## config.mk

```make
export PLATFORM = sky130hd
export DESIGN_NAME = axi_uartlite_slave_flat
export DESIGN_NICKNAME = d
export VERILOG_FILES = /design/src/rtl/axi_uartlite_slave_if.sv /design/src/rtl/axi_uartlite_slave.sv /design/src/flat_wrapper.sv
export SDC_FILE = /design/constraint.sdc
export NUM_CORES = 1
export LEC_CHECK = 0
export ABC_AREA = 0
export ABC_CLOCK_PERIOD_IN_PS = 7100
export CAP_MARGIN = 20
export CORE_AREA = 2 2 208 210
export CTS_BUF_LIST = sky130_fd_sc_hd__clkbuf_8
export CTS_CLUSTER_DIAMETER = 80
export DETAILED_ROUTE_END_ITERATION = 10
export DIE_AREA = 0 0 210 212
export PLACE_DENSITY = 0.58
export REMOVE_ABC_BUFFERS = 1
export SLEW_MARGIN = 30
export SYNTH_ARGS = -nofsm -noshare
export SYNTH_HDL_FRONTEND = slang
export SYNTH_SLANG_ARGS = --single-unit
export TNS_END_PERCENT = 20
```

## constraint.sdc

```tcl
create_clock -name aclk -period 7.1 [get_ports aclk]
set_input_delay 1.065 -clock aclk [delete_from_list [all_inputs] [get_ports aclk]]
set_output_delay 1.065 -clock aclk [all_outputs]
set_load 0.05 [all_outputs]
```

## src/rtl/axi_uartlite_slave_if.sv

```systemverilog
// AXI4 bus bundle between the UART-lite register front end and its bus master.
// The slave modport is the register block's view; the master modport is the driver's view.
interface axi_uartlite_slave_if #(
    parameter int ADDR_WIDTH      = 32,
    parameter int DATA_WIDTH      = 32,
    parameter int BURST_LEN_WIDTH = 8
);
    logic                       awvalid;
    logic                       awready;
    logic [ADDR_WIDTH-1:0]      awaddr;
    logic [BURST_LEN_WIDTH-1:0] awlen;
    logic [2:0]                 awsize;
    logic [1:0]                 awburst;

    logic                       wvalid;
    logic                       wready;
    logic [DATA_WIDTH-1:0]      wdata;
    logic [DATA_WIDTH/8-1:0]    wstrb;
    logic                       wlast;

    logic                       bvalid;
    logic                       bready;
    logic [1:0]                 bresp;

    logic                       arvalid;
    logic                       arready;
    logic [ADDR_WIDTH-1:0]      araddr;
    logic [BURST_LEN_WIDTH-1:0] arlen;
    logic [2:0]                 arsize;
    logic [1:0]                 arburst;

    logic                       rvalid;
    logic                       rready;
    logic [DATA_WIDTH-1:0]      rdata;
    logic [1:0]                 rresp;
    logic                       rlast;

    modport master (
        output awvalid, awaddr, awlen, awsize, awburst, input awready,
        output wvalid, wdata, wstrb, wlast, input wready,
        input  bvalid, bresp, output bready,
        output arvalid, araddr, arlen, arsize, arburst, input arready,
        input  rvalid, rdata, rresp, rlast, output rready
    );

    modport slave (
        input  awvalid, awaddr, awlen, awsize, awburst, output awready,
        input  wvalid, wdata, wstrb, wlast, output wready,
        output bvalid, bresp, input bready,
        input  arvalid, araddr, arlen, arsize, arburst, output arready,
        output rvalid, rdata, rresp, rlast, input rready
    );
endinterface

```

## src/rtl/axi_uartlite_slave.sv

```systemverilog
// AXI4 register front end for the UART-lite core: RX/TX byte FIFOs, status and control,
// one outstanding burst at a time, valid/ready byte exchange with the serial core.
module axi_uartlite_slave #(
    parameter int DATA_WIDTH      = 32,
    parameter int BURST_LEN_WIDTH = 8,
    parameter int FIFO_DEPTH      = 16
) (
    input  logic                 aclk,
    input  logic                 aresetn,
    axi_uartlite_slave_if.slave  s_axi,
    output logic [7:0]           tx_data_o,
    output logic                 tx_valid_o,
    input  logic                 tx_ready_i,
    input  logic [7:0]           rx_data_i,
    input  logic                 rx_valid_i,
    output logic                 interrupt_o
);
    localparam int PTR_W = $clog2(FIFO_DEPTH);
    localparam int CNT_W = PTR_W + 1;
    localparam logic [CNT_W-1:0] DEPTH = CNT_W'(FIFO_DEPTH);
    localparam logic [1:0] RESP_OKAY = 2'b00, RESP_SLVERR = 2'b10, BURST_FIXED = 2'b00;
    localparam logic [1:0] REG_RX = 2'd0, REG_TX = 2'd1, REG_STAT = 2'd2, REG_CTRL = 2'd3;

    typedef enum logic [1:0] {IDLE, WDATA, WRESP, RDATA} state_t;

    state_t                     state_q;
    logic [1:0]                 reg_q, burst_q, bresp_q;
    logic [BURST_LEN_WIDTH-1:0] len_q, beat_q;
    logic                       err_q, awready_q, arready_q, wready_q, bvalid_q, rvalid_q;
    logic                       hold_q, hold_pop_q;
    logic [DATA_WIDTH-1:0]      hold_data_q, rdata_live, stat_word;

    logic [7:0]       tx_mem_q [FIFO_DEPTH];
    logic [7:0]       rx_mem_q [FIFO_DEPTH];
    logic [PTR_W-1:0] tx_wp_q, tx_rp_q, tx_wp_d, tx_rp_d, rx_wp_q, rx_rp_q, rx_wp_d, rx_rp_d;
    logic [CNT_W-1:0] tx_cnt_q, tx_cnt_d, rx_cnt_q, rx_cnt_d;
    logic             intr_en_q, overrun_q, interrupt_q;

    logic aw_hs, ar_hs, w_hs, r_hs, b_hs, rlast_w;
    logic tx_push, tx_pop, tx_flush, rx_accept, rx_pop, rx_flush, overrun_set;
    logic ctrl_we, w_err, stat_clr;
    logic rx_nonempty, rx_full, tx_empty, tx_full;
    logic [1:0] next_reg;

    assign aw_hs   = s_axi.awvalid & awready_q;
    assign ar_hs   = s_axi.arvalid & arready_q & ~s_axi.awvalid;
    assign w_hs    = s_axi.wvalid & wready_q;
    assign r_hs    = rvalid_q & s_axi.rready;
    assign b_hs    = bvalid_q & s_axi.bready;
    assign rlast_w = (beat_q == len_q);
    assign next_reg = (burst_q == BURST_FIXED) ? reg_q : reg_q + 2'd1;

    assign rx_nonempty = (rx_cnt_q != '0);
    assign rx_full     = (rx_cnt_q == DEPTH);
    assign tx_empty    = (tx_cnt_q == '0);
    assign tx_full     = (tx_cnt_q == DEPTH);
    assign stat_word   = DATA_WIDTH'({overrun_q, intr_en_q, tx_full, tx_empty, rx_full, rx_nonempty});

    always_comb begin
        rdata_live = '0;
        case (reg_q)
            REG_RX:   if (rx_nonempty) rdata_live = DATA_WIDTH'(rx_mem_q[rx_rp_q]);
            REG_STAT: rdata_live = stat_word;
            default:  rdata_live = '0;
        endcase
    end

    always_comb begin
        tx_push  = 1'b0;
        ctrl_we  = 1'b0;
        w_err    = 1'b0;
        rx_pop   = 1'b0;
        stat_clr = 1'b0;
        if (w_hs) begin
            case (reg_q)
                REG_TX: if (s_axi.wstrb[0]) begin
                    if (tx_full) w_err = 1'b1;
                    else         tx_push = 1'b1;
                end
                REG_CTRL: ctrl_we = s_axi.wstrb[0];
                default:  w_err = 1'b1;
            endcase
        end
        // A stalled beat pops only if the byte it first presented was real.
        if (r_hs) begin
            rx_pop   = (reg_q == REG_RX) && (hold_q ? hold_pop_q : rx_nonempty);
            stat_clr = (reg_q == REG_STAT);
        end
    end

    assign tx_flush    = ctrl_we & s_axi.wdata[0];
    assign rx_flush    = ctrl_we & s_axi.wdata[1];
    assign tx_pop      = tx_valid_o & tx_ready_i;
    assign rx_accept   = rx_valid_i & (~rx_full | rx_pop);
    assign overrun_set = rx_valid_i & rx_full & ~rx_pop & ~rx_flush;

    always_comb begin
        tx_wp_d  = tx_wp_q;
        tx_rp_d  = tx_rp_q;
        tx_cnt_d = tx_cnt_q;
        rx_wp_d  = rx_wp_q;
        rx_rp_d  = rx_rp_q;
        rx_cnt_d = rx_cnt_q;
        if (tx_flush) begin
            tx_wp_d  = '0;
            tx_rp_d  = '0;
            tx_cnt_d = '0;
        end else begin
            if (tx_push) tx_wp_d = tx_wp_q + PTR_W'(1);
            if (tx_pop)  tx_rp_d = tx_rp_q + PTR_W'(1);
            tx_cnt_d = tx_cnt_q + CNT_W'(tx_push) - CNT_W'(tx_pop);
        end
        if (rx_flush) begin
            rx_wp_d  = '0;
            rx_rp_d  = '0;
            rx_cnt_d = '0;
        end else begin
            if (rx_accept) rx_wp_d = rx_wp_q + PTR_W'(1);
            if (rx_pop)    rx_rp_d = rx_rp_q + PTR_W'(1);
            rx_cnt_d = rx_cnt_q + CNT_W'(rx_accept) - CNT_W'(rx_pop);
        end
    end

    always_ff @(posedge aclk) begin
        if (tx_push)                tx_mem_q[tx_wp_q] <= s_axi.wdata[7:0];
        if (rx_accept && !rx_flush) rx_mem_q[rx_wp_q] <= rx_data_i;
    end

    always_ff @(posedge aclk) begin
        if (!aresetn) begin
            tx_wp_q     <= '0;
            tx_rp_q     <= '0;
            tx_cnt_q    <= '0;
            rx_wp_q     <= '0;
            rx_rp_q     <= '0;
            rx_cnt_q    <= '0;
            intr_en_q   <= 1'b0;
            overrun_q   <= 1'b0;
            interrupt_q <= 1'b0;
        end else begin
            tx_wp_q  <= tx_wp_d;
            tx_rp_q  <= tx_rp_d;
            tx_cnt_q <= tx_cnt_d;
            rx_wp_q  <= rx_wp_d;
            rx_rp_q  <= rx_rp_d;
            rx_cnt_q <= rx_cnt_d;
            if (ctrl_we) intr_en_q <= s_axi.wdata[4];
            if (overrun_set)   overrun_q <= 1'b1;
            else if (stat_clr) overrun_q <= 1'b0;
            interrupt_q <= intr_en_q & (((rx_cnt_q == '0) && (rx_cnt_d != '0)) ||
                                        ((tx_cnt_q != '0) && (tx_cnt_d == '0)));
        end
    end

    always_ff @(posedge aclk) begin
        if (!aresetn) begin
            state_q     <= IDLE;
            reg_q       <= '0;
            burst_q     <= '0;
            len_q       <= '0;
            beat_q      <= '0;
            err_q       <= 1'b0;
            awready_q   <= 1'b0;
            arready_q   <= 1'b0;
            wready_q    <= 1'b0;
            bvalid_q    <= 1'b0;
            bresp_q     <= RESP_OKAY;
            rvalid_q    <= 1'b0;
            hold_q      <= 1'b0;
            hold_pop_q  <= 1'b0;
            hold_data_q <= '0;
        end else begin
            case (state_q)
                IDLE: begin
                    awready_q <= 1'b1;
                    arready_q <= 1'b1;
                    if (aw_hs) begin
                        state_q   <= WDATA;
                        awready_q <= 1'b0;
                        arready_q <= 1'b0;
                        wready_q  <= 1'b1;
                        reg_q     <= s_axi.awaddr[3:2];
                        len_q     <= s_axi.awlen;
                        burst_q   <= s_axi.awburst;
                        beat_q    <= '0;
                        err_q     <= 1'b0;
                    end else if (ar_hs) begin
                        state_q   <= RDATA;
                        awready_q <= 1'b0;
                        arready_q <= 1'b0;
                        rvalid_q  <= 1'b1;
                        hold_q    <= 1'b0;
                        reg_q     <= s_axi.araddr[3:2];
                        len_q     <= s_axi.arlen;
                        burst_q   <= s_axi.arburst;
                        beat_q    <= '0;
                        err_q     <= 1'b0;
                    end
                end
                WDATA: if (w_hs) begin
                    beat_q <= beat_q + 1'b1;
                    reg_q  <= next_reg;
                    err_q  <= err_q | w_err;
                    if (s_axi.wlast || rlast_w) begin
                        state_q  <= WRESP;
                        wready_q <= 1'b0;
                        bvalid_q <= 1'b1;
                        bresp_q  <= (err_q | w_err) ? RESP_SLVERR : RESP_OKAY;
                    end
                end
                WRESP: if (b_hs) begin
                    state_q   <= IDLE;
                    bvalid_q  <= 1'b0;
                    bresp_q   <= RESP_OKAY;
                    awready_q <= 1'b1;
                    arready_q <= 1'b1;
                end
                RDATA: begin
                    if (r_hs) begin
                        beat_q <= beat_q + 1'b1;
                        reg_q  <= next_reg;
                        hold_q <= 1'b0;
                        if (rlast_w) begin
                            state_q   <= IDLE;
                            rvalid_q  <= 1'b0;
                            awready_q <= 1'b1;
                            arready_q <= 1'b1;
                        end
                    end else if (!hold_q) begin
                        // Freeze the presented beat so a stalled master sees stable data.
                        hold_q      <= 1'b1;
                        hold_data_q <= rdata_live;
                        hold_pop_q  <= rx_nonempty;
                    end
                end
                default: state_q <= IDLE;
            endcase
        end
    end

    assign s_axi.awready = awready_q;
    assign s_axi.arready = arready_q & ~s_axi.awvalid;
    assign s_axi.wready  = wready_q;
    assign s_axi.bvalid  = bvalid_q;
    assign s_axi.bresp   = bresp_q;
    assign s_axi.rvalid  = rvalid_q;
    assign s_axi.rdata   = rvalid_q ? (hold_q ? hold_data_q : rdata_live) : '0;
    assign s_axi.rresp   = (rvalid_q && reg_q[0]) ? RESP_SLVERR : RESP_OKAY;
    assign s_axi.rlast   = rvalid_q & rlast_w;

    assign tx_valid_o  = ~tx_empty;
    assign tx_data_o   = tx_empty ? 8'h00 : tx_mem_q[tx_rp_q];
    assign interrupt_o = interrupt_q;
endmodule

```

## src/flat_wrapper.sv

```systemverilog
// flat-port wrapper written by rule: the top's interface ports become plain ports
module axi_uartlite_slave_flat 
#(
    parameter int DATA_WIDTH      = 32,
    parameter int BURST_LEN_WIDTH = 8,
    parameter int FIFO_DEPTH      = 16
)
  (aclk, aresetn, tx_data_o, tx_valid_o, tx_ready_i, rx_data_i, rx_valid_i, interrupt_o, s_axi_awvalid, s_axi_awaddr, s_axi_awlen, s_axi_awsize, s_axi_awburst, s_axi_awready, s_axi_wvalid, s_axi_wdata, s_axi_wstrb, s_axi_wlast, s_axi_wready, s_axi_bvalid, s_axi_bresp, s_axi_bready, s_axi_arvalid, s_axi_araddr, s_axi_arlen, s_axi_arsize, s_axi_arburst, s_axi_arready, s_axi_rvalid, s_axi_rdata, s_axi_rresp, s_axi_rlast, s_axi_rready);
  axi_uartlite_slave_if #(.ADDR_WIDTH(32), .DATA_WIDTH(DATA_WIDTH), .BURST_LEN_WIDTH(BURST_LEN_WIDTH)) s_axi_i ();
  input  logic aclk;
  input  logic aresetn;
  output logic [7:0] tx_data_o;
  output logic tx_valid_o;
  input  logic tx_ready_i;
  input  logic [7:0] rx_data_i;
  input  logic rx_valid_i;
  output logic interrupt_o;
  input wire logic [$bits(s_axi_i.awvalid)-1:0] s_axi_awvalid;
  input wire logic [$bits(s_axi_i.awaddr)-1:0] s_axi_awaddr;
  input wire logic [$bits(s_axi_i.awlen)-1:0] s_axi_awlen;
  input wire logic [$bits(s_axi_i.awsize)-1:0] s_axi_awsize;
  input wire logic [$bits(s_axi_i.awburst)-1:0] s_axi_awburst;
  output wire logic [$bits(s_axi_i.awready)-1:0] s_axi_awready;
  input wire logic [$bits(s_axi_i.wvalid)-1:0] s_axi_wvalid;
  input wire logic [$bits(s_axi_i.wdata)-1:0] s_axi_wdata;
  input wire logic [$bits(s_axi_i.wstrb)-1:0] s_axi_wstrb;
  input wire logic [$bits(s_axi_i.wlast)-1:0] s_axi_wlast;
  output wire logic [$bits(s_axi_i.wready)-1:0] s_axi_wready;
  output wire logic [$bits(s_axi_i.bvalid)-1:0] s_axi_bvalid;
  output wire logic [$bits(s_axi_i.bresp)-1:0] s_axi_bresp;
  input wire logic [$bits(s_axi_i.bready)-1:0] s_axi_bready;
  input wire logic [$bits(s_axi_i.arvalid)-1:0] s_axi_arvalid;
  input wire logic [$bits(s_axi_i.araddr)-1:0] s_axi_araddr;
  input wire logic [$bits(s_axi_i.arlen)-1:0] s_axi_arlen;
  input wire logic [$bits(s_axi_i.arsize)-1:0] s_axi_arsize;
  input wire logic [$bits(s_axi_i.arburst)-1:0] s_axi_arburst;
  output wire logic [$bits(s_axi_i.arready)-1:0] s_axi_arready;
  output wire logic [$bits(s_axi_i.rvalid)-1:0] s_axi_rvalid;
  output wire logic [$bits(s_axi_i.rdata)-1:0] s_axi_rdata;
  output wire logic [$bits(s_axi_i.rresp)-1:0] s_axi_rresp;
  output wire logic [$bits(s_axi_i.rlast)-1:0] s_axi_rlast;
  input wire logic [$bits(s_axi_i.rready)-1:0] s_axi_rready;
  assign s_axi_i.awvalid = s_axi_awvalid;
  assign s_axi_i.awaddr = s_axi_awaddr;
  assign s_axi_i.awlen = s_axi_awlen;
  assign s_axi_i.awsize = s_axi_awsize;
  assign s_axi_i.awburst = s_axi_awburst;
  assign s_axi_awready = s_axi_i.awready;
  assign s_axi_i.wvalid = s_axi_wvalid;
  assign s_axi_i.wdata = s_axi_wdata;
  assign s_axi_i.wstrb = s_axi_wstrb;
  assign s_axi_i.wlast = s_axi_wlast;
  assign s_axi_wready = s_axi_i.wready;
  assign s_axi_bvalid = s_axi_i.bvalid;
  assign s_axi_bresp = s_axi_i.bresp;
  assign s_axi_i.bready = s_axi_bready;
  assign s_axi_i.arvalid = s_axi_arvalid;
  assign s_axi_i.araddr = s_axi_araddr;
  assign s_axi_i.arlen = s_axi_arlen;
  assign s_axi_i.arsize = s_axi_arsize;
  assign s_axi_i.arburst = s_axi_arburst;
  assign s_axi_arready = s_axi_i.arready;
  assign s_axi_rvalid = s_axi_i.rvalid;
  assign s_axi_rdata = s_axi_i.rdata;
  assign s_axi_rresp = s_axi_i.rresp;
  assign s_axi_rlast = s_axi_i.rlast;
  assign s_axi_i.rready = s_axi_rready;
  axi_uartlite_slave #(.DATA_WIDTH(DATA_WIDTH), .BURST_LEN_WIDTH(BURST_LEN_WIDTH), .FIFO_DEPTH(FIFO_DEPTH)) u_core (.aclk(aclk), .aresetn(aresetn), .s_axi(s_axi_i), .tx_data_o(tx_data_o), .tx_valid_o(tx_valid_o), .tx_ready_i(tx_ready_i), .rx_data_i(rx_data_i), .rx_valid_i(rx_valid_i), .interrupt_o(interrupt_o));
endmodule
```

Word level (Yosys, flattened, before mapping)
Memories as Yosys holds them, arrays and structs flattened. A register that Yosys moved wholly into a read port is not among the register bits.
Cells that the tools add are included.
{"block": "op_classes", "reduce_logical": 36, "eq_ne": 18, "bitwise": 25, "n_mux": 84, "n_addsub": 10}
{"cell": "$mux W32", "n": 2}
{"cell": "$mux W8", "n": 8}
{"cell": "$mux W1", "n": 38}
{"cell": "$mux W2", "n": 18}
{"cell": "$pmux W8 S3", "n": 1}
{"cell": "$add A4 B1 Y4 const B", "n": 4}
{"cell": "$and A1 B1 Y1", "n": 16}
{"cell": "$mux W4", "n": 4}
{"cell": "$pmux W8 S2", "n": 1}
{"cell": "$reduce_and A4 Y1", "n": 4}
{"cell": "$logic_not A5 Y1", "n": 3}
{"cell": "$reduce_bool A5 Y1", "n": 3}
{"cell": "$ne A2 B1 Y1 const B", "n": 7}
{"cell": "$pmux W1 S2", "n": 6}
{"cell": "$add A5 B1 Y5", "n": 2}
{"cell": "$eq A5 B5 Y1 const B", "n": 2}
{"cell": "$mux W5", "n": 2}
{"cell": "$reduce_bool A2 Y1", "n": 5}
{"cell": "$sub A5 B1 Y5", "n": 2}
{"cell": "$add A8 B1 Y8 const B", "n": 1}
{"cell": "$eq A2 B2 Y1 const B", "n": 4}
{"cell": "$eq A8 B8 Y1", "n": 1}
{"cell": "$pmux W2 S4", "n": 1}
{"cell": "$not A1 Y1", "n": 7}
{"cell": "other kinds (18)", "n": 31}
{"block": "word_totals", "ramBits": 256, "out_inout_bits": 52, "regBits": 92, "inputBits": 144, "word_cells": 198, "memories": 2}
{"name": "u_core.rx_mem_q", "depth": 16, "word_bits": 8, "rd": 1, "rd_clocked_by_memory_dff": 1, "wr": 1, "line": "axi_uartlite_slave.sv:34", "text": "logic [7:0] rx_mem_q [FIFO_DEPTH];"}
{"name": "u_core.tx_mem_q", "depth": 16, "word_bits": 8, "rd": 1, "rd_clocked_by_memory_dff": 1, "wr": 1, "line": "axi_uartlite_slave.sv:33", "text": "logic [7:0] tx_mem_q [FIFO_DEPTH];"}

Longest topological paths before layout
{"block": "depth", "ltp_word": 13, "mapped_depth": 14, "depth_no_buf": 14}

Worst setup path after synthesis
Ideal clock, no wire load.
{"block": "synth_path", "path_kind": "in2reg", "startpoint": "input s_axi_rready", "endpoint": "register u_core.interrupt_q, in the netlist u_core.interrupt_o", "slack_ns": 3.601, "required_ns": 6.953, "setup_time_ns": 0.147, "n_path_buf": 0, "t_arrival_ns": 3.352, "path_stages": 12, "cell_sequence": "nand3_1 > a211oi_1 > ha_1 > inv_1 > ha_1 > inv_1 > fa_1 > nand2b_1 > a21oi_1 > nor3_1 > nor4b_1 > o32ai_1"}
{"block": "synth_between", "elab_chain_len": 11}
{"item": "from (decl)", "line": "flat_wrapper.sv:42", "text": "input wire logic [$bits(s_axi_i.rready)-1:0] s_axi_rready;"}
{"item": "$and A1 B1 Y1 *", "line": "axi_uartlite_slave.sv:48", "text": "assign r_hs = rvalid_q & s_axi.rready;"}
{"item": "$mux W1 *", "line": "axi_uartlite_slave.sv:85", "text": "if (r_hs) begin"}
{"item": "net u_core.rx_pop", "line": "axi_uartlite_slave.sv:40", "text": "logic tx_push, tx_pop, tx_flush, rx_accept, rx_pop, rx_flush, overrun_set;"}
{"item": "$or A1 B1 Y1", "line": "axi_uartlite_slave.sv:94", "text": "assign rx_accept = rx_valid_i & (~rx_full | rx_pop);"}
{"item": "$and A1 B1 Y1", "line": "axi_uartlite_slave.sv:94"}
{"item": "$add A5 B1 Y5", "line": "axi_uartlite_slave.sv:120", "text": "rx_cnt_d = rx_cnt_q + CNT_W'(rx_accept) - CNT_W'(rx_pop);"}
{"item": "$sub A5 B1 Y5 *", "line": "axi_uartlite_slave.sv:120"}
{"item": "$mux W5 *", "line": "axi_uartlite_slave.sv:113", "text": "if (rx_flush) begin"}
{"item": "$reduce_bool A5 Y1 *", "line": "axi_uartlite_slave.sv:150", "text": "interrupt_q <= intr_en_q & (((rx_cnt_q == '0) && (rx_cnt_d != '0)) ||"}
{"item": "$logic_and A1 B1 Y1 *", "line": "axi_uartlite_slave.sv:150"}
{"item": "$logic_or A1 B1 Y1 *", "line": "axi_uartlite_slave.sv:150"}
{"item": "$and A1 B1 Y1 *", "line": "axi_uartlite_slave.sv:150"}
{"item": "to (signal assigned)", "line": "axi_uartlite_slave.sv:150"}
{"item": "to (decl)", "line": "axi_uartlite_slave.sv:37", "text": "logic intr_en_q, overrun_q, interrupt_q;"}
The timed path passes the listed nets; every way through them passes the cells marked *.
A chain may end at the register's enable or synchronous reset.

==> results.json <==
{
  "grt_pass1_vias": 8686,
  "power.leakage_nw": 5.94,
  "required_ns": 6.03,
  "rsz0062_at_grt": "no",
  "postRouteAntennaNets": 0,
  "cts.sinks": 355,
  "global_route.usage.met2_pct": 25.3,
  "rr_worst_depth": 15,
  "cap_violations": 0,
  "worstPathMaxFanout": 19,
  "num_antenna_cells": 0,
  "overflow": 0,
  "nets": 1282,
  "setup_viol": 0,
  "htreeDepth": 2,
  "finalSetupTns_ns": 0,
  "peakVddDrop_mv": 0.176,
  "path_class": "reg -> out",
  "boundaryPins": 196,
  "place_hpwl_microns": 21000,
  "gp_congestion": 0.765,
  "drt_wl_total_microns": 32800,
  "synth_top_area_share_pct": 52.3,
  "mostFrequentLayoutCell": "edfxtp_1",
  "grt_pass1_wl_microns": 50800,
  "total_power_mw": 5.93,
  "synth_cells": 978,
  "finClkSkew_ns": 0.0250,
  "reg2reg_slack_ns": 2.94,
  "portBuffers": 100,
  "cts_tree": "yes",
  "die_w_microns": 210,
  "grt_use_met3_pct": 3.34,
  "antenna_found_initial": 0,
  "routed_via_density": 4.97,
  "r2r_start": "u_core.rx_cnt_q[3]",
  "period_needed_ns": 4.94,
  "synth_area_per_cell_sq_um": 15.0,
  "grt_max_degree": 43,
  "initial_core_util_pct": 34.6,
  "path_clk_slew_ns": 0.06,
  "track_usage_pct": 15.0,
  "vias": 8437,
  "post-route-period-util_pct": 69.5,
  "synthFlopType": "edfxtp_1",
  "slew_viol_final": 0,
  "max_freq_mhz": 203,
  "die_h_microns": 212,
  "area_growth_pct": 19.4,
  "hold_start": "u_core.hold_data_q[22]",
  "synthDistinctLibCells": 64,
  "holdPathStages": 1,
  "power_density_mw_per_mm2": 338,
  "ctsHoldBuffers": 0,
  "worstHoldEndpoint": "u_core.hold_data_q[22]",
  "synthTopCellsByArea": "edfxtp_1 (52%), dfxtp_1 (13%), mux4_2 (11%), ha_1 (2.7%), nor2_1 (2.3%)",
  "fill_cells": 3888,
  "drive_gt1_share_pct": 16.2,
  "final_cell_mix": "edfxtp_1 (256), clkdlybuf4s50_1 (100), dfxtp_1 (97), nor2_1 (83), mux4_2 (70)",
  "synth_warnings": 0,
  "drtPass1Iterations": 5,
  "seq_area_frac_synth_pct": 65.8,
  "insertion_delay_ns": 0.64,
  "cts_setup_buffers": 0,
  "drtIter0Drc": 630,
  "cts.repair.resized": 0,
  "coreArea_sq_mm": 0.0425,
  "root_buffer": "clkbuf_8",
  "r2r-end": "u_core.interrupt_o",
  "hold_class": "reg -> reg",
  "synth_edf_count": 256,
  "synth_area_leader_cell": "edfxtp_1",
  "syn-cell-area_sq_mm": 0.0147,
  "gr-max-usage-layer": "met2",
  "arrival_ns": 3.87,
  "die_area_sq_mm": 0.0445,
  "cts_made_buffers": 60,
  "outcome": "completed",
  "synth_seq_cells": 355,
  "synthArstFlopShare_pct": 0,
  "row_count": 76,
  "cp-end-kind": "primary output",
  "clk_path_buf_depth": 3,
  "finalHoldViolCount": 0,
  "tightest_slew_ns": 0.993,
  "met1_usage_pct": 19.3,
  "drc_errors": 0,
  "wire_per_inst_microns": 19.3,
  "cp-start-kind": "flop",
  "relSlewSlack_pct": 33.5
}
## cell usage after synthesis (6+ instances only)
master	n
a21oi_1	21
a311oi_1	10
and2_1	43
and3_1	32
buf_2	9
clkbuf_1	33
dfxtp_1	99
edfxtp_1	256
ha_1	32
inv_1	34
mux2i_1	27
mux4_2	70
nand2_1	39
nand3_1	21
nand4_1	11
nor2_1	89
nor2b_1	6
nor3_1	14
o21ai_0	17
xnor2_1	18
xor2_1	15
## power breakdown
group	internal (mW)	total, mW	switching, mW
logic	0.699	1.68	0.984
clock network	0.996	1.81	0.815
registers	2.33	2.43	0.101
total	4.03	5.93	1.90
## area by class of cell
class                   count  area, sq um  area share (%)
clock buffers              66          908            5.17
clock inverters            44          292            1.66
inverters                  35          131           0.748
multi-input cells         539         4780            27.2
flip-flops and latches    355         9670            55.1
well taps                 546          683            3.89
repair buffers            113         1100            6.26
## sequential cells by signal (all words and copies together) (netlist names), 5 cells and up, named ones only
signal	count
u_core.len_q	8
u_core.tx_cnt_q	5
u_core.tx_mem_q	128
u_core.rx_mem_q	128
u_core.hold_data_q	32
u_core.beat_q	8
u_core.rx_cnt_q	5
## cell families (layout without fill, tap and decap cells)
family	Yosys count	in the layout	synth area share (%)
DFF	355	355	65.8
other	1	2	0.0255
muxes	99	99	12.7
buffers and inverters	85	258	2.35
adders and majority gates	34	34	3.00
AOI/OAI and AO/OA	95	95	4.69
and+or+nand+nor	276	276	9.50
xor gates and xnor gates	33	33	1.97
## critical path: stages (launching register included)
cell and delay (ns):
dfxtp_2 0.78, buf_4 0.44, mux4_2 0.54, mux2i_1 0.18
nor2_1 0.07, a2111oi_2 0.34, nor2_1 0.16, clkdlybuf4s50_1 0.73
## through the flow
step           cell area (sq um)  worst slack, ns  std cells  utilization, %  hold slack (ns)
3_3_place_gp               16300             2.28       1588            38.4            0.434
2_1_floorplan              14500             3.06        929               -            0.421
4_1_cts                    17500             2.02       1698            41.3            0.452
5_1_grt                    17600             1.85       1698            41.3            0.464
6_report                   17600             2.16       1698            41.3            0.447
3_5_place_dp               16300             2.20       1588            38.4            0.437
## metal layers
layer | vias up | wire [microns]
met3 | 66 | 1380
met2 | 180 | 16100
li1 | 3971 | -
met4 | 0 | 847
met5 | - | 0
met1 | 4220 | 14400
## worst max-delay path by stage
stage                     cells past startpoint    startpoint                 end  slack [ns]
after floorplan                               5          flop      s_axi_rdata[2]        3.06
after detailed placement                     13  s_axi_rready  u_core.interrupt_o        2.20
after global routing                          7          flop      s_axi_rdata[4]        1.85
final                                         7          flop      s_axi_rdata[3]        2.16
after CTS                                     7          flop      s_axi_rdata[4]        2.02
after global placement                       13  s_axi_rready  u_core.interrupt_o        2.28
No activity file was read; power rests on OpenSTA's default activity.
==> variant 1, RTL diff (config.mk and constraints unchanged) <==
Put one more register stage on the output `interrupt_o`. The value now appears one clock later. The other outputs are not delayed to match.
--- a/src/rtl/axi_uartlite_slave.sv
+++ b/src/rtl/axi_uartlite_slave.sv
@@ -251,5 +251,7 @@
     assign tx_valid_o  = ~tx_empty;
     assign tx_data_o   = tx_empty ? 8'h00 : tx_mem_q[tx_rp_q];
-    assign interrupt_o = interrupt_q;
+    always_ff @(posedge aclk) begin
+        interrupt_o <= interrupt_q;
+    end
 endmodule
 
Formal check against the unedited RTL: no difference found for any inputs over 4 cycles, from zero or initial values and one cycle with aresetn low; that may be too few to reach the edited logic, so the function may still have changed.
==> variant 1 against the original RTL <==
- area after synthesis grew 0.46%
- worst setup slack improved by 0.036 ns
- clock skew down 0.0091 ns
- total power rose by 1.7%
- sequential cell count is 1 higher
- routed wire length decreased by 2.5%
- cell area up 0.50%
- non-clock buffer count increased by 5
- highest routed layer unchanged
==> variant 1: results (changes against the original RTL) <==
| Metric | Value |
|---|---|
| Status | finished, final reports clean |
| Slew headroom | 35.1% (+1.5 points) |
| Fin cells | 1,707 (+0.53%) |
| Place WS | 2.35 ns (+0.147 ns) |
| Pre-antenna DRT Iters | 4 (-1) |
| Distinct cell type count after synthesis | 67 (+4.7%) |
| Most frequent cells after synthesis | edfxtp_1 (256), dfxtp_1 (100), nor2_1 (84), mux4_2 (70), nand2_1 (46) |
| Cells after DPL | 1,596 (+0.50%) |
| Crit path time final | 4.90 ns (-0.0360 ns) |
| Slowest CP cell | clkdlybuf4s50_1 |
| Pwr/cell area | 342 mW/mm² (+1.2%) |
| Synth area leaders | edfxtp_1 (52%), dfxtp_1 (14%), mux4_2 (11%) |
| Syn avg cell area | 15.0 µm² (-0.46%) |
| Final Wtd Congestion | 0.793 (+3.6%) |
| Critical Path Max Stage Delay | 0.75 ns (-0.03 ns) |
| Largest net degree at the start of global routing | 46 (+7.0%) |
| Setup Skew | 0.0159 ns (-0.00910 ns) |
| Hold_sp | u_core.interrupt_q |
| Worst hold slack | 0.348 ns (-0.0989 ns) |
| Net Switching | 1.92 mW (+0.96%) |
| Worst vdd ir | 0.185 mV (+4.9%) |
| Reg2reg path depth | 13 (-2) |
| Clk power | 1.92 mW (+6%) |
| Layout cells sized above 1 | 16.6% (+0.39 points) |
| Arrival time worst endpoint | 3.84 ns (-0.03 ns) |
| Crit path max fanout | 24 (+5) |
| Worst r2r dst | u_core.interrupt_q |
| Register area share after synthesis | 65.6% (-0.17 points) |
| Vias in the first global route | 8,654 (-0.37%) |
| Drt initial violations | 613 (-2.7%) |
| Global-route wire length before repair | 49,900 µm (-1.8%) |
| FF-to-FF Start | u_core.hold_q |
| HPWL Detailed | 21,000 µm (-0.42%) |
| NumNets Final | 1,289 (+0.55%) |
[variant 1: cell types whose count changed after synthesis, sizes merged, moves of 8 or more]
cell,delta
and2,-8
a311oi,-9
o211a,+9
xnor2,-9
nand3,+10
nor2b,+10
xor2,+9
[variant 1: per-layer routing]
metal  global-route usage (%)  share of wire (%)
met4                     4.60                2.2
met3                     3.37                4.5
met1                     19.4                 45
met5                        0                  0
met2                     24.1                 48
[variant 1: cells by family after synthesis]
group	Yosys count	share of synthesized area, %
DFF	356	65.6
and+or+nand+nor	292	10.0
muxes	97	12.5
AOI/OAI and AO/OA	90	4.52
buffers and inverters	85	2.46
adders and majority gates	33	2.90
xor gates and xnor gates	33	1.96
other	1	0.0254
[variant 1: cell type report]
cell class	count	area (µm²)	share of cell area, %
sequential	356	9690	54.9
multi-input combinational	547	4750	26.9
timing repair buffer	118	1140	6.44
clock buffer	66	908	5.15
tap	546	683	3.87
clock inverter	45	368	2.08
inverter	29	109	0.617
==> variant 2, RTL diff (same flow settings) <==
Without the edit above. `BURST_LEN_WIDTH` is set to 8 in 3 places; all go to 16.
--- a/src/rtl/axi_uartlite_slave_if.sv
+++ b/src/rtl/axi_uartlite_slave_if.sv
@@ -4,5 +4,5 @@
     parameter int ADDR_WIDTH      = 32,
     parameter int DATA_WIDTH      = 32,
-    parameter int BURST_LEN_WIDTH = 8
+    parameter int BURST_LEN_WIDTH = 16
 );
     logic                       awvalid;
--- a/src/rtl/axi_uartlite_slave.sv
+++ b/src/rtl/axi_uartlite_slave.sv
@@ -3,5 +3,5 @@
 module axi_uartlite_slave #(
     parameter int DATA_WIDTH      = 32,
-    parameter int BURST_LEN_WIDTH = 8,
+    parameter int BURST_LEN_WIDTH = 16,
     parameter int FIFO_DEPTH      = 16
 ) (
--- a/src/flat_wrapper.sv
+++ b/src/flat_wrapper.sv
@@ -3,5 +3,5 @@
 #(
     parameter int DATA_WIDTH      = 32,
-    parameter int BURST_LEN_WIDTH = 8,
+    parameter int BURST_LEN_WIDTH = 16,
     parameter int FIFO_DEPTH      = 16
 )
Ports: changed (resized s_axi_arlen and s_axi_awlen); port bits go from 196 to 212. No check against the original RTL was run, so the function may have changed too.
==> variant 2 against the original RTL <==
- routed wire length rose by 1.2%
- total power rose by 1.6%
- global-route usage fell by 0.097 points
- sequential cell count rose by 16
- clock skew rose by 0.011 ns
- synthesized cell count rose by 9.3%
- sequential power rose by 5%
- final cell count rose by 6.1%
- count of clock-buffer cells in the layout rose by 2
- worst setup slack improved by 0.0033 ns
- cell area rose by 4.0%
- area after synthesis rose by 4.2%
- non-clock buffer count rose by 19
- largest cell class unchanged
==> variant 2: results (changes against the original RTL) <==
| Metric | Value |
|---|---|
| Reg2reg path depth | 12 (-3) |
| Total GRT Usage | 14.9% (-0.097 points) |
| FF+latch area | 0.00999 mm² (+3.3%) |
| Sequential power share | 42.4% (+1.3 points) |
| Distinct cell type count after synthesis | 55 (-14%) |
| CTS buffer count | 66 (+10%) |
| Lkg Pwr | 6.28 nW (+5.7%) |
| XOR/XNOR Fraction of Synth Area | 2.80% (+0.84 points) |
| Hold_sp | u_core.hold_data_q[23] |
| Routed WL | 33,200 µm (+1.2%) |
| Drt initial violations | 438 (-30%) |
| Final worst setup slack | 2.17 ns (+0.00334 ns) |
| Final Wtd Congestion | 0.752 (-1.7%) |
| Clock power frac | 29.5% (-1.0 points) |
| Fill cells | 3,849 (-1.0%) |
| Vias in the first global route | 9,134 (+5.2%) |
| Worst vdd ir | 0.160 mV (-9.0%) |
| Multiplexer share of the synthesized area | 12.1% (-0.66 points) |
| Largest net degree at the start of global routing | 42 (-2.3%) |
| Routed via count | 8,922 (+5.7%) |
| Syn avg cell area | 14.3 µm² (-4.7%) |
| Nonclk buf count | 132 (+17%) |
| P_int | 4.06 mW (+0.82%) |
| Multi-input combinational area share | 27.6% (+0.40 points) |
| Synth area leaders | edfxtp_1 (50%), dfxtp_1 (15%), mux4_2 (11%) |
| GR met1 Demand/Resource | 18.1% (-1.2 points) |
| Clock Latency Late Sink | 0.61 ns (-0.03 ns) |
| Status | finished, final reports clean |
| Buffer share of cell area | 7.01% (+0.76 points) |
| Seq cells post-synth | 371 (+4.5%) |
==> variant 2: changes by cell type in the layout (fill, tap and decap cells not counted), sizes merged, moves of 9 or more <==
| cell | change |
|---|---|
| xor2 | +18 |
| a311oi | +9 |
| dfxtp | +16 |
| clkdlybuf4s50 | +16 |
| nor2 | +27 |
| nand2 | +41 |
| mux2i | -18 |
| and2 | -10 |
==> variant 2: per-stage QoR <==
step,total power [mW],util [%]
floorplan,3.78,-
global placement,4.29,40.2
detailed placement,4.31,40.2
CTS,6.12,42.9
global route,6.37,43.0
finish,6.02,43.0
==> variant 2: layer usage <==
metal	up-vias	wire length, µm
met1	4406	14100
met5	-	13
li1	4279	-
met3	66	1460
met4	2	718
met2	169	16900
==> variant 2: worst max-delay path: stages (launching register included) <==
cell             delay [ns]
dfxtp_2                0.68
buf_4                  0.35
mux4_2                 0.54
mux4_2                 0.50
and3_1                 0.19
a21oi_1                0.16
a21oi_1                0.08
clkdlybuf4s50_1        0.74
